--- src/rtl/sharpen_pkg.sv ---
// Types and constants shared by the sharpening frame sequencer and its 3x3 datapath.
package sharpen_pkg;

  typedef enum logic [1:0] {
    IDLE = 2'd0,
    RUN  = 2'd1,
    DONE = 2'd2
  } state_t;

  localparam int WIN_SIZE = 3;

  // Unsharp-mask kernel: centre weight and the weight shared by the 8 neighbours.
  localparam int KERNEL_CENTER   = 9;
  localparam int KERNEL_NEIGHBOR = -1;
  localparam int KERNEL_SHIFT    = 0;

  // Line-buffer row slot rotation 0 -> 1 -> 2 -> 0.
  function automatic logic [1:0] next_sel(input logic [1:0] sel);
    return (sel == 2'd2) ? 2'd0 : sel + 2'd1;
  endfunction

endpackage

--- src/rtl/sharpen_raster_cnt.sv ---
// Raster column/row counter with line-buffer slot rotation; advances once per accepted pixel.
// Zero latency for last; counters hold whenever adv is low.
module sharpen_raster_cnt
  import sharpen_pkg::*;
#(
  parameter int WIDTH  = 768,
  parameter int HEIGHT = 512,
  parameter int CW     = 10,
  parameter int RW     = 10
) (
  input  logic          clk,
  input  logic          reset,
  input  logic          clr,
  input  logic          adv,
  output logic [CW-1:0] col,
  output logic [RW-1:0] row,
  output logic [1:0]    sel,
  output logic          last
);

  localparam logic [CW-1:0] COL_LAST = CW'(WIDTH - 1);
  localparam logic [RW-1:0] ROW_LAST = RW'(HEIGHT - 1);

  assign last = (col == COL_LAST) && (row == ROW_LAST);

  always_ff @(posedge clk or posedge reset) begin
    if (reset) begin
      col <= '0;
      row <= '0;
      sel <= 2'd0;
    end else if (clr) begin
      col <= '0;
      row <= '0;
      sel <= 2'd0;
    end else if (adv) begin
      if (col == COL_LAST) begin
        col <= '0;
        // Frame end restarts the slot rotation so every frame's row 0 lands in slot 0.
        if (row == ROW_LAST) begin
          row <= '0;
          sel <= 2'd0;
        end else begin
          row <= row + RW'(1);
          sel <= next_sel(sel);
        end
      end else begin
        col <= col + CW'(1);
      end
    end
  end

endmodule

--- src/rtl/sharpen_frame_ctrl.sv ---
// Frame sequencer for the 3x3 sharpen datapath: raster tracking, line-buffer slot select, window flags.
// Accept is combinational (s_ready follows m_ready); win_valid/ctr_* lag the accept by one cycle.
module sharpen_frame_ctrl
  import sharpen_pkg::*;
#(
  parameter int WIDTH  = 768,
  parameter int HEIGHT = 512,
  parameter int CW     = 10,
  parameter int RW     = 10
) (
  input  logic          clk,
  input  logic          reset,
  input  logic          start,
  input  logic          abort,
  input  logic          s_valid,
  output logic          s_ready,
  input  logic          m_ready,
  output logic          pix_en,
  output logic [CW-1:0] wr_col,
  output logic [1:0]    wr_sel,
  output logic          win_valid,
  output logic [CW-1:0] ctr_col,
  output logic [RW-1:0] ctr_row,
  output logic          busy,
  output logic          frame_done
);

  state_t        state, state_nxt;
  logic [RW-1:0] row;
  logic          last_pix;
  logic          win_hit;

  sharpen_raster_cnt #(
    .WIDTH (WIDTH),
    .HEIGHT(HEIGHT),
    .CW    (CW),
    .RW    (RW)
  ) u_cnt (
    .clk  (clk),
    .reset(reset),
    .clr  (abort),
    .adv  (pix_en),
    .col  (wr_col),
    .row  (row),
    .sel  (wr_sel),
    .last (last_pix)
  );

  assign s_ready    = (state == RUN) && m_ready && !abort;
  assign pix_en     = s_valid && s_ready;
  assign busy       = (state == RUN);
  assign frame_done = (state == DONE) && !abort;

  // A pixel at (col,row) closes the window whose centre is one step up and left.
  assign win_hit = pix_en && (row >= RW'(WIN_SIZE - 1)) && (wr_col >= CW'(WIN_SIZE - 1));

  always_ff @(posedge clk or posedge reset) begin
    if (reset) begin
      state <= IDLE;
    end else begin
      state <= state_nxt;
    end
  end

  always_comb begin
    state_nxt = state;
    case (state)
      IDLE: if (start && !abort) state_nxt = RUN;
      RUN: begin
        if (abort) state_nxt = IDLE;
        else if (pix_en && last_pix) state_nxt = DONE;
      end
      DONE:    state_nxt = IDLE;
      default: state_nxt = IDLE;
    endcase
  end

  always_ff @(posedge clk or posedge reset) begin
    if (reset) begin
      win_valid <= 1'b0;
      ctr_col   <= '0;
      ctr_row   <= '0;
    end else begin
      win_valid <= win_hit;
      if (win_hit) begin
        ctr_col <= wr_col - CW'(1);
        ctr_row <= row - RW'(1);
      end
    end
  end

endmodule
--- config.mk ---
export PLATFORM = sky130hd
export DESIGN_NAME = sharpen_frame_ctrl
export DESIGN_NICKNAME = d
export VERILOG_FILES = /design/src/rtl/sharpen_pkg.sv /design/src/rtl/sharpen_raster_cnt.sv /design/src/rtl/sharpen_frame_ctrl.sv
export SDC_FILE = /design/constraint.sdc
export NUM_CORES = 1
export LEC_CHECK = 0
export ABC_AREA = 1
export CORE_AREA = 2 2 56 98
export CTS_BUF_LIST = sky130_fd_sc_hd__clkbuf_4
export DETAILED_ROUTE_END_ITERATION = 10
export DIE_AREA = 0 0 58 100
export GPL_TIMING_DRIVEN = 0
export PLACE_DENSITY = 0.8
export SLEW_MARGIN = 20
export SYNTH_ARGS = -nofsm -noshare
export SYNTH_HDL_FRONTEND = slang
export SYNTH_SLANG_ARGS = --single-unit
--- constraint.sdc ---
create_clock -name clk -period 1.8 [get_ports clk]
set_input_delay 0.27 -clock clk [delete_from_list [all_inputs] [get_ports clk]]
set_output_delay 0.27 -clock clk [all_outputs]
set_load 0.005 [all_outputs]
# ---- After elaboration in Yosys (flattened, before gate mapping)
# Cells that the tools add are included.
dict set report op_classes {
  addsub 5
  n_mux 16
  magnitude_cmp 2
  eq_ne 7
  n_reduce_logical 15
}
# operator count
set op_table {}
lappend op_table {{two-way mux 10 bit} 7}
lappend op_table {{adder 10 x 1 -> 10 bit (second input constant)} 2}
lappend op_table {{greater-or-equal comparator 10 x 2 -> 1 bit (second input constant)} 2}
lappend op_table {{subtractor 10 x 1 -> 10 bit (second input constant)} 2}
lappend op_table {{two-way mux 2 bit} 8}
lappend op_table {{equality test 10 bit (second input constant)} 1}
lappend op_table {{equality test 10 x 9 -> 1 bit (second input constant)} 1}
lappend op_table {{logical AND 1 bit} 9}
lappend op_table {{equality test 2 bit (second input constant)} 2}
lappend op_table {{one-hot mux 2 bit (2 select lines)} 1}
lappend op_table {{AND reduction 2 bit} 2}
lappend op_table {{nonzero test 2 bit} 2}
lappend op_table {{!= test 3 x 2 -> 1 bit (second input constant)} 1}
lappend op_table {{adder 2 x 1 -> 2 bit (second input constant)} 1}
lappend op_table {{equality test 2 x 1 -> 1 bit (second input constant)} 1}
lappend op_table {{zero test 2 bit} 1}
lappend op_table {{!= test 2 bit (second input constant)} 1}
lappend op_table {{zero test 1 bit} 1}
dict set report word_totals {
  inputBits 6
  reg_bits 45
  output_inout_bits 37
}

# ---- Logic depth before layout (Yosys ltp)
dict set report logic_depth {
  ltp_word 8
  mapped_depth 10
  mapped_depth_nobuf 10
}

# ---- By module
# Synthesis repeated with hierarchy kept, for this count alone.
dict set report hier_totals {
  cells_unflattened 368
  hier_area_um2 2778.9
}
# module instances area_per_inst_um2 cells_each
set by_module_without_submodules {}
lappend by_module_without_submodules {sharpen_frame_ctrl 1 1457.6 197}
lappend by_module_without_submodules {sharpen_raster_cnt 1 1321.3 171}

# ---- Worst setup path before layout
# No wires, ideal clock.
dict set report synth_path {
  path_type {register to register}
  from {reg u_cnt.col[0]}
  to {reg ctr_col[0]}
  arrival_time_ns 1.472
  path_stages_with_launch 11
  setup_slack_ns 0.254
  setup_ns 0.074
  period_less_slack_ns 1.546
  cell_sequence {dfrtp_1 inv_1 ha_1 nor2_1 nand3_1 nor2_1 nor2_4 nand2_4 buf_6 nand2_1 o21ai_2}
}
dict set report synth_via {
  elab_chain_cells 2
  elab_cells_between_ends 3
  classes_between {add/sub (1); order compare (1); reduce/logical (1)}
}
# element line
set synth_lines {}
lappend synth_lines {{start: declaration} sharpen_raster_cnt.sv:15} ;# output logic [CW-1:0] col,
lappend synth_lines {{start signal: assignment} sharpen_raster_cnt.sv:47} ;# col <= col + CW'(1);
lappend synth_lines {{greater-or-equal comparator 10 x 2 -> 1 bit} sharpen_frame_ctrl.sv:55} ;# assign win_hit = pix_en && (row >= RW'(WIN_SIZE - 1)) && (wr_col >= CW'(WIN_SIZE - 1));
lappend synth_lines {{logical AND 1 bit} sharpen_frame_ctrl.sv:55}
lappend synth_lines {{end signal: assignment} sharpen_frame_ctrl.sv:86} ;# ctr_col <= wr_col - CW'(1);
lappend synth_lines {{end: declaration} sharpen_frame_ctrl.sv:22} ;# output logic [CW-1:0] ctr_col,
# Several ways; a longest one is shown, not always the timed one.
# A chain may end at the register's enable or synchronous reset.

# ---- Final worst setup path
dict set report layout_path {
  from {reg u_cnt.col[0]}
  to {reg ctr_row[9]}
}
dict set report layout_via {
  elab_chain_cells 2
}
# element line
set layout_lines {}
lappend layout_lines {{greater-or-equal comparator 10 x 2 -> 1 bit} sharpen_frame_ctrl.sv:55}
lappend layout_lines {{logical AND 1 bit} sharpen_frame_ctrl.sv:55}
lappend layout_lines {{end signal: assignment} sharpen_frame_ctrl.sv:87} ;# ctr_row <= row - RW'(1);
lappend layout_lines {{end: declaration} sharpen_frame_ctrl.sv:23} ;# output logic [RW-1:0] ctr_row,
# No other way between the ends.

==> metrics.txt <==
outcome=finished, final reports clean; M2 GR Usage=between 30% and 40%; final hold slack=about 0.15 ns; FP Rows=35; VDD IR max=0.000647 V; clk_lat worst skew=roughly 0.36 ns; post-synthesis cell count=353; Netlist cell types=30; # clock sinks=45; Max Freq=573 MHz; required time worst endpoint=~2.1 ns; most crowded layer after global routing=met2; Setup Viol. Count Final=0; yosys synthesis warning count=0; Initial DRT Pass Iterations=4; Worst-path clk slew=~0.13 ns; die width=between 50 and 60 um; total power per unit cell area=644 nW/um^2; RSZ-0062 raised after global routing=yes; Final Hold Fails=0; worst r2r src=u_cnt.col[0]; final instance area=3510 um^2; GR Overflow Total=0; CTS tree=built; Post-route DRC=0; HP Class=input port to asynchronous set/reset pin; Slew @ Worst Pin=approximately 0.25 ns; period utilization=a little over nine tenths; Final Skew=between 0.01 and 0.015 ns; H-tree depth=2; Worst R2R End=ctr_row[9]; remaining antenna violation count=0; Critical Path Start=u_cnt.col[0]; placed inst area=around 3300 um^2; DP Wirelength=4.67 mm; ys async rst share=100%; share of the synthesized area in the top cell type=between 40% and 50%; CP dominant cell by count=nor2_2; vias per cell=between 5 and 6; CTS buffer count=5; M3 GR Usage=roughly 3.4%; Net Count, Synth=between 300 and 400; Die H=100 um; most frequent cells in the layout=94 x nand2_1, 39 x nor2_1, 39 x dfrtp_1; gpl congestion=approximately 0.92; Yosys reg bits=45; post-synthesis sequential area ratio=around two fifths; largest net degree at the start of global routing=36; core area=5080 um^2; crit end category=flip-flop; Avg WL per Cell=approximately 14 um; Worst path max stage delay=0.46 ns; Final Util=between 60% and 70%; wirelength, routed=approximately 6.4 mm; Clk Tree Root Cell=clkbuf_4; layout cells sized above 1=between 20% and 30%; Pins Over Slew Limit=0; syn_area_per_cell=about 8 um^2; Synth Cell Area=2740 um^2; filler cell count=440; area leader, netlist=dfrtp_1; first-pass GRT wire length=roughly 11 mm; ys flop type=dfrtp_1; GRT Overall Usage=23.5%; n_diodes=0; port buffer count=42; met1 Track Usage GR=29.1%; crit start category=flip-flop; area grow syn2layout=27.9%; Tmin final=1.75 ns; headroom to the max-slew limit=just over 80%; die area=around 5800 um^2; setup TNS=0 ns; Final nets=around 430; Starting Density=between 50% and 60%; Post-synth EDFFs=0; Critical-path top delay cell=dfrtp_2; cells taking the most area after synthesis=dfrtp_1 41%, nand2_1 13%, nor2_1 5.9%, inv_1 5.2%, o21ai_2 4.5%; R2R cell count=10; # IOs=43; most common cell after layout, fill and taps aside=nand2_1; initial drt markers=87; largest fanout on the critical path=6; Worst Setup EP=ctr_row[9]; initial antenna violation count=0; number of max-cap violations=0; setup slack, reg-to-reg=0.05 ns; Vias=about 2500; Critical Path AT=about 2 ns; cell breakdown of the critical path=clkinvlp_4 -> ha_2 -> nor2_2 -> nand3_1 -> nor2_2 -> nor2_4 -> nand2_4 -> clkbuf_16 -> nand2_1 -> o21ai_0; critical path class=flip-flop to flip-flop; CTS Buffer Depth=2; leak pwr=~1.8 nW; number of global-route vias before repair=~2400; Final Total Pwr=approximately 0.0023 W
==> power breakdown <==
group,switching (W),internal (W)
Combinational,0.000253,0.000249
Clock,0.000321,0.000305
Sequential,0.0000555,0.00107
==> metal layers <==
| layer | vias up | routed length [um] | share of wire (%) |
|---|---|---|---|
| li1 | 1254 | - | - |
| met1 | 1178 | 2550 | 40 |
| met2 | 83 | 3500 | 55 |
| met3 | 9 | 269 | 4.2 |
| met4 | 0 | 97 | 1.5 |
| met5 | - | 0 | 0 |
==> state kept, by name (all words and copies together) (netlist names) <==
register and flops:
u_cnt.col 10, win_valid 1, u_cnt.row 10, state 2
u_cnt.sel 2, ctr_row 10, ctr_col 10
==> timing repair <==
action,4_1_cts,5_1_grt
resized for setup,7,20
gates cloned,0,2
pin swaps,0,3
endpoints found under the setup margin,3,34
hold buffers,0,0
setup buffers,0,11
==> cells in the mapped netlist (2+ instances only) <==
cell type and n:
nand2_2 3, o21ai_0 18, o21ai_2 14, nor3_1 6, buf_4 4, nand3_1 20, inv_1 38, buf_2 2
nor2_1 43, nand4_1 12, nand2_4 3, ha_1 6, nand2_1 94, inv_2 2, nor2_4 6, buf_6 6
or2_2 2, nor2_2 2, xnor2_1 2, dfrtp_1 45, a21oi_1 8, xor2_1 9
==> how the worst min path moves through the flow <==
stage                     from            to  slack (ns)
floorplan                start      state[0]        0.42
global placement    ctr_row[7]    ctr_row[7]        0.46
detailed placement  ctr_row[7]    ctr_row[7]        0.46
CTS                      reset  u_cnt.row[7]        0.16
global route             reset     win_valid        0.17
finish                   reset    ctr_row[8]        0.15
==> critical path, delay by kind of cell (launching register included) <==
family | cells | cell delay, ns
AND/OR/NAND/NOR | 6 | 0.59
adder cells (fa/ha/maj) | 1 | 0.21
AO/OA/AOI/OAI | 1 | 0.07
buffers and inverters | 2 | 0.32
flip-flops | 1 | 0.46
==> per-stage QoR <==
| stage | cells | setup WS, ns |
|---|---|---|
| after floorplan | 353 | 0.254 |
| after global placement | 450 | -0.419 |
| after detailed placement | 451 | -0.0588 |
| after CTS | 459 | 0.00373 |
| after global routing | 472 | -0.0231 |
| final | 472 | 0.0537 |
==> cell families after synthesis <==
kind of cell	after synthesis	share of synthesized area [%]
XOR/XNOR	11	3.51
flip-flops	45	41.0
buffers and inverters	53	9.58
adder cells (fa/ha/maj)	6	2.74
AO/OA/AOI/OAI	43	9.90
AND/OR/NAND/NOR	195	33.2
==> cell type report <==
class / instances / area [um^2] / area share (%)
inverters: 40 / 154 / 4.39
clock inverters: 2 / 33.8 / 0.963
multi-input cells: 256 / 1390 / 39.7
flip-flops and latches: 45 / 1130 / 32.3
plain buffers: 13 / 134 / 3.81
clock buffers: 6 / 45.0 / 1.28
well taps: 55 / 68.8 / 1.96
repair buffers: 55 / 547 / 15.6
Power figures use the tool's default switching activity.
